**config.mk**
```make
export PLATFORM = sky130hd
export DESIGN_NAME = oled_power_sequencer
export DESIGN_NICKNAME = d
export VERILOG_FILES = /design/src/rtl/oled_pkg.sv /design/src/rtl/oled_power_sequencer.sv
export SDC_FILE = /design/constraint.sdc
export NUM_CORES = 1
export LEC_CHECK = 0
export BUFFER_PORTS_ARGS = -buffer_cell sky130_fd_sc_hd__buf_2
export CAP_MARGIN = 20
export CORE_ASPECT_RATIO = 0.5
export CORE_MARGIN = 2
export CORE_UTILIZATION = 55
export CTS_BUF_LIST = sky130_fd_sc_hd__clkbuf_2 sky130_fd_sc_hd__clkbuf_4 sky130_fd_sc_hd__clkbuf_8
export DETAILED_ROUTE_END_ITERATION = 8
export PLACE_DENSITY_LB_ADDON = 0.05
export SYNTH_ARGS = -nofsm -noshare
export SYNTH_HDL_FRONTEND = slang
export SYNTH_SLANG_ARGS = --single-unit
```
**constraint.sdc**
```tcl
create_clock -name clk -period 5.3 [get_ports clk]
set_input_delay 1.06 -clock clk [delete_from_list [all_inputs] [get_ports clk]]
set_output_delay 1.06 -clock clk [all_outputs]
set_load 0.03 [all_outputs]
```
**src/rtl/oled_pkg.sv**
```systemverilog
// OLED power sequencer shared types: step encoding and the constant
// init/shutdown step program.
package oled_pkg;

  typedef enum logic [1:0] {
    OP_CMD,
    OP_PIN,
    OP_DLY,
    OP_END
  } op_e;

  typedef enum logic [1:0] {
    PIN_VDD,
    PIN_VBAT,
    PIN_RES
  } pin_e;

  typedef struct packed {
    op_e        op;
    logic [7:0] arg;
  } step_t;

  localparam logic [4:0] INIT_PC  = 5'd0;
  localparam logic [4:0] SHUT_PC  = 5'd21;
  localparam logic [1:0] DLY_VDD  = 2'd0;
  localparam logic [1:0] DLY_RES  = 2'd1;
  localparam logic [1:0] DLY_VBAT = 2'd2;

  function automatic step_t cmd(input logic [7:0] b);
    return '{op: OP_CMD, arg: b};
  endfunction

  // PIN arg: [2:1] pin select, [0] pin level (pins are active-low)
  function automatic step_t pin(input pin_e sel, input logic lvl);
    return '{op: OP_PIN, arg: {5'd0, sel, lvl}};
  endfunction

  function automatic step_t dly(input logic [1:0] idx);
    return '{op: OP_DLY, arg: {6'd0, idx}};
  endfunction

  function automatic step_t rom(input logic [4:0] pc);
    case (pc)
      5'd0:    return pin(PIN_VDD, 1'b0);
      5'd1:    return dly(DLY_VDD);
      5'd2:    return cmd(8'hAE);
      5'd3:    return pin(PIN_RES, 1'b0);
      5'd4:    return dly(DLY_RES);
      5'd5:    return pin(PIN_RES, 1'b1);
      5'd6:    return dly(DLY_RES);
      5'd7:    return cmd(8'h8D);
      5'd8:    return cmd(8'h14);
      5'd9:    return cmd(8'hD9);
      5'd10:   return cmd(8'hF1);
      5'd11:   return pin(PIN_VBAT, 1'b0);
      5'd12:   return dly(DLY_VBAT);
      5'd13:   return cmd(8'h81);
      5'd14:   return cmd(8'h0F);
      5'd15:   return cmd(8'hA0);
      5'd16:   return cmd(8'hC0);
      5'd17:   return cmd(8'hDA);
      5'd18:   return cmd(8'h00);
      5'd19:   return cmd(8'hAF);
      5'd21:   return cmd(8'hAE);
      5'd22:   return pin(PIN_VBAT, 1'b1);
      5'd23:   return dly(DLY_VBAT);
      5'd24:   return pin(PIN_VDD, 1'b1);
      default: return '{op: OP_END, arg: 8'h00};
    endcase
  endfunction

endpackage

```
**src/rtl/oled_power_sequencer.sv**
```systemverilog
// OLED panel power-up/power-down sequencer: steps the constant program,
// driving supply/reset pins, SPI command bytes and the delay timer.
module oled_power_sequencer
  import oled_pkg::*;
#(
  parameter int unsigned T_VDD  = 100_000,
  parameter int unsigned T_RES  = 100_000,
  parameter int unsigned T_VBAT = 10_000_000
) (
  input  logic        clk,
  input  logic        rst_n,
  input  logic        start,
  input  logic        stop,
  output logic        busy,
  output logic        on,
  output logic        oled_vdd_n,
  output logic        oled_vbat_n,
  output logic        oled_res_n,
  output logic        oled_dc,
  output logic [7:0]  spi_data,
  output logic        spi_valid,
  input  logic        spi_ready,
  input  logic        spi_idle,
  output logic        tmr_clr,
  output logic [31:0] tmr_n,
  input  logic        tmr_t
);

  typedef enum logic [2:0] {
    S_OFF,
    S_FETCH,
    S_SEND,
    S_DRAIN,
    S_PINSET,
    S_TCLR,
    S_TWAIT,
    S_ON
  } state_e;

  state_e      state, state_d;
  logic [4:0]  pc, pc_d;
  logic        busy_d, on_d;
  logic        vdd_d, vbat_d, res_d;
  logic [7:0]  data_d;
  logic        valid_d, clr_d;
  logic [31:0] n_d;
  step_t       cur;

  assign cur     = rom(pc);
  assign oled_dc = 1'b0;

  function automatic logic [31:0] dly_cycles(input logic [1:0] idx);
    unique case (1'b1)
      idx == DLY_VDD: return 32'(T_VDD);
      idx == DLY_RES: return 32'(T_RES);
      default:        return 32'(T_VBAT);
    endcase
  endfunction

  always_comb begin
    state_d = state;
    pc_d    = pc;
    busy_d  = busy;
    on_d    = on;
    vdd_d   = oled_vdd_n;
    vbat_d  = oled_vbat_n;
    res_d   = oled_res_n;
    data_d  = spi_data;
    valid_d = spi_valid;
    clr_d   = 1'b1;
    n_d     = tmr_n;
    unique case (state)
      S_OFF: begin
        if (start) begin
          pc_d    = INIT_PC;
          busy_d  = 1'b1;
          state_d = S_FETCH;
        end
      end
      S_ON: begin
        if (stop) begin
          pc_d    = SHUT_PC;
          on_d    = 1'b0;
          busy_d  = 1'b1;
          state_d = S_FETCH;
        end
      end
      S_FETCH: begin
        unique case (cur.op)
          OP_CMD: begin
            valid_d = 1'b1;
            data_d  = cur.arg;
            state_d = S_SEND;
          end
          OP_PIN, OP_DLY: state_d = S_DRAIN;
          default: begin
            busy_d  = 1'b0;
            // init program ends below SHUT_PC, shutdown at/above it
            if (pc < SHUT_PC) begin
              on_d    = 1'b1;
              state_d = S_ON;
            end else begin
              state_d = S_OFF;
            end
          end
        endcase
      end
      S_SEND: begin
        if (spi_ready) begin
          valid_d = 1'b0;
          pc_d    = pc + 5'd1;
          state_d = S_FETCH;
        end
      end
      S_DRAIN: begin
        if (spi_idle) begin
          if (cur.op == OP_PIN) begin
            state_d = S_PINSET;
          end else begin
            n_d     = dly_cycles(cur.arg[1:0]);
            state_d = S_TCLR;
          end
        end
      end
      S_PINSET: begin
        unique case (1'b1)
          cur.arg[2:1] == PIN_VDD:  vdd_d  = cur.arg[0];
          cur.arg[2:1] == PIN_VBAT: vbat_d = cur.arg[0];
          default:                  res_d  = cur.arg[0];
        endcase
        pc_d    = pc + 5'd1;
        state_d = S_FETCH;
      end
      S_TCLR: begin
        clr_d   = 1'b0;
        state_d = S_TWAIT;
      end
      S_TWAIT: begin
        clr_d = 1'b0;
        if (tmr_t) begin
          clr_d   = 1'b1;
          pc_d    = pc + 5'd1;
          state_d = S_FETCH;
        end
      end
      default: state_d = S_OFF;
    endcase
  end

  always_ff @(posedge clk or negedge rst_n) begin
    if (!rst_n) begin
      state       <= S_OFF;
      pc          <= INIT_PC;
      busy        <= 1'b0;
      on          <= 1'b0;
      oled_vdd_n  <= 1'b1;
      oled_vbat_n <= 1'b1;
      oled_res_n  <= 1'b1;
      spi_data    <= 8'h00;
      spi_valid   <= 1'b0;
      tmr_clr     <= 1'b1;
      tmr_n       <= 32'd0;
    end else begin
      state       <= state_d;
      pc          <= pc_d;
      busy        <= busy_d;
      on          <= on_d;
      oled_vdd_n  <= vdd_d;
      oled_vbat_n <= vbat_d;
      oled_res_n  <= res_d;
      spi_data    <= data_d;
      spi_valid   <= valid_d;
      tmr_clr     <= clr_d;
      tmr_n       <= n_d;
    end
  end

endmodule

```
==> metrics.txt <==
outcome finished clean; hold-critical path depth 2; Peak VDD IR 0.284 mV; IO Pins 55; HP Start spi_data[3]; Min-Delay Path Class flip-flop to flip-flop; Crit-path slowest cell dfrtp_1; actual slew at the worst max-slew pin 732 ps; Antenna Cells 0; htree depth 1; P_int 684 uW; P per Cell Area 701 nW/um2; FF-to-FF Start pc[2]; Detail Route Antenna Nets 0; WHS 484 ps; Worst setup EP type flip-flop; DR iter-0 viols 179; Setup Fix Bufs, Post-CTS 0; global-route wire length before repair 7100 um; TritonCTS Buffers 3; fmax 317 MHz; number of global-route vias before repair 1,370; slowest stage delay, CP 780 ps; final setup vio count 0; critical path class flip-flop to flip-flop; initial antenna violation count 0; Post-DP HPWL 3120 um; Die H 47.0 um; Fillers 316; fin nets 275; clock root buffer clkbuf_8; async set or reset register ratio after synthesis 100%; Worst R2R Path Depth 8; Slew Viols, Final 0; non-filler cells, final 306; number of vias per cell 5.34; DP Cell Count 302; min Tclk post-route 3150 ps; clk buf depth 2; switch share 53.9%; final instance area 2120 um2; Area after DPL 2060 um2; Synth area leaders dfrtp_1, buf_4, ha_1; clock power share 8.9%; worst reg2reg endpoint spi_data[0]; Buffers on Ports 31; complex-gate fraction of the synthesized area 21.1%; Critical Path RT 5460 ps; startpoint types flip-flop; post-cts hold buffer count 0; simple-gate portion of the synthesized area 15.6%; Post-synth EDFFs 0; Cell Area, Synth 2040 um2; CP max FO 23; Post-synth top cells buf_4, nand2_1, dfrtp_1, o21ai_0, a21oi_1; Remaining Overflow, GRT 0; row cnt 15; largest family of logic cells by synthesized area compound AO/OA/AOI/OAI gates; slew margin rel. 51.2%; final wirelength 4250 um; sequential share of the synthesized area 32.2%; drt wl/cell 13.9 um; crit path DAT 3320 ps; PostCTS Resize Cnt 0; clk sinks 26; share of cells above drive strength 1 17.6%; Syn Inst Count 241; max_cap viols 0; post-synthesis mux area share 6.81%; Synth Area in XOR/XNOR 0.859%; Initial DRT Pass Iterations 4; NetSw 799 uW; RSZ-0062 raised after global routing false; flops & latches, synth 26; overall routing resource usage 21.4%; Worst Hold Endpoint spi_data[3]; period utilization 59.5%; Worst-Skew Late Latency 270 ps; CTS tree yes; Area growth syn-to-layout 3.81%; Adder-Cell Fraction of Synth Area 7.37%; area share of the largest cell type after synthesis 27.0%; pin count of the biggest net entering global routing 27; Worst-path clk slew 90 ps; Clock Skew 3.85 ps; Post-Place Worst Slack 2200 ps; worst-path cell chain clkinv_1 > ha_1 > nand2_1 > o21ai_0 > o21ai_0 > ha_1 > nand4_1 > mux2_2; Avg Inst Size Synth 8.46 um2; Main synth FF type dfrtp_1; Initial Util 58.4%; gp weighted congestion 0.858; Final WS setup 2150 ps; Yosys cell types 52; most numerous cell in the Yosys netlist buf_4; via count 1,635; die area 4240 um2; number of remaining DRC errors 0; Fin. Hold Viols 0; LEAKAGE 0.000986 uW; sequential power share 30.1%; area leader, netlist dfrtp_1; Die Width 90.1 um; Ys Warns 0; CORE AREA 3490 um2; setup TNS 0 ps; Logic pwr share 61.1%; Worst R2R Setup Slack 2150 ps
==> layout by cell type (no fill, tap or decap), types with 2 or more instances in the layout <==
cell type,n
a211oi_1,4
a21oi_1,18
a22o_1,2
a31oi_1,3
buf_2,31
clkbuf_8,4
conb_1,23
dfrtp_1,22
dfstp_2,4
ha_1,12
inv_1,11
mux2_1,4
mux2i_1,6
nand2_1,24
nand2b_1,5
nand3_1,4
nand3b_1,2
nand4_1,3
nor2_1,15
nor2b_1,2
nor3_1,2
o211ai_1,2
o21a_1,2
o21ai_0,21
o22a_1,2
o31ai_1,2
xor2_1,2
==> cell type report <==
| class | count | area, um2 | share of cell area (%) |
|---|---|---|---|
| timing repair buffer | 31 | 155 | 7.33 |
| clock buffer | 4 | 55.1 | 2.60 |
| inverter | 12 | 45.0 | 2.13 |
| tap | 51 | 63.8 | 3.02 |
| multi-input combinational | 182 | 1140 | 53.9 |
| sequential | 26 | 656 | 31.0 |
==> registers in the layout, summed over array words and instances (netlist names) <==
signal / flops
tmr_clr: 1
oled_res_n: 1
busy: 1
on: 1
pc: 5
spi_data: 8
tmr_n: 3
state: 3
oled_vdd_n: 1
spi_valid: 1
oled_vbat_n: 1
==> layer usage <==
metal  vias up  global-route usage (%)  part of all wire, %
met5         -                       0                    0
met4         0                    3.38                 0.19
met3         3                    4.49                  8.6
met2        82                    32.9                   41
met1       731                    32.2                   50
li1        819                       -                    -
==> worst max-delay path: cells and delay by family (launching register included) <==
| kind | cells | cell delay [ps] |
|---|---|---|
| flops | 1 | 780 |
| mux | 1 | 460 |
| compound gates | 2 | 320 |
| buf+inv | 1 | 400 |
| fa+ha+maj | 2 | 540 |
| simple gates | 2 | 530 |
==> worst max path at each step <==
stage | startpoint | cells past startpoint | to
2_1_floorplan | pc[0] | 9 | tmr_n[16]
3_3_place_gp | pc[2] | 8 | spi_data[0]
3_5_place_dp | pc[2] | 8 | spi_data[0]
4_1_cts | pc[2] | 8 | spi_data[0]
5_1_grt | pc[2] | 8 | spi_data[0]
6_report | pc[2] | 8 | spi_data[0]
==> metrics by stage <==
step / util, % / power (uW)
after global placement: 59.0 / 1330
after CTS: 60.6 / 1480
final: 60.6 / 1480
after floorplan: - / 1180
after detailed placement: 59.0 / 1350
after global routing: 60.6 / 1610
==> power by group through the flow <==
stage / Sequential [uW] / Combinational [uW] / Clock (uW)
2_1_floorplan: 445 / 735 / 0
3_3_place_gp: 444 / 888 / 0
3_5_place_dp: 448 / 898 / 0
4_1_cts: 444 / 902 / 135
5_1_grt: 470 / 999 / 142
6_report: 446 / 906 / 131
==> logic make-up after synthesis <==
kind of cell / after synthesis
AO/OA/AOI/OAI: 68
XOR/XNOR: 2
adder cells (fa/ha/maj): 12
buffers and inverters: 55
flip-flops: 26
multiplexers: 12
other: 1
AND/OR/NAND/NOR: 65
No activity file was read; power rests on OpenSTA's default activity.
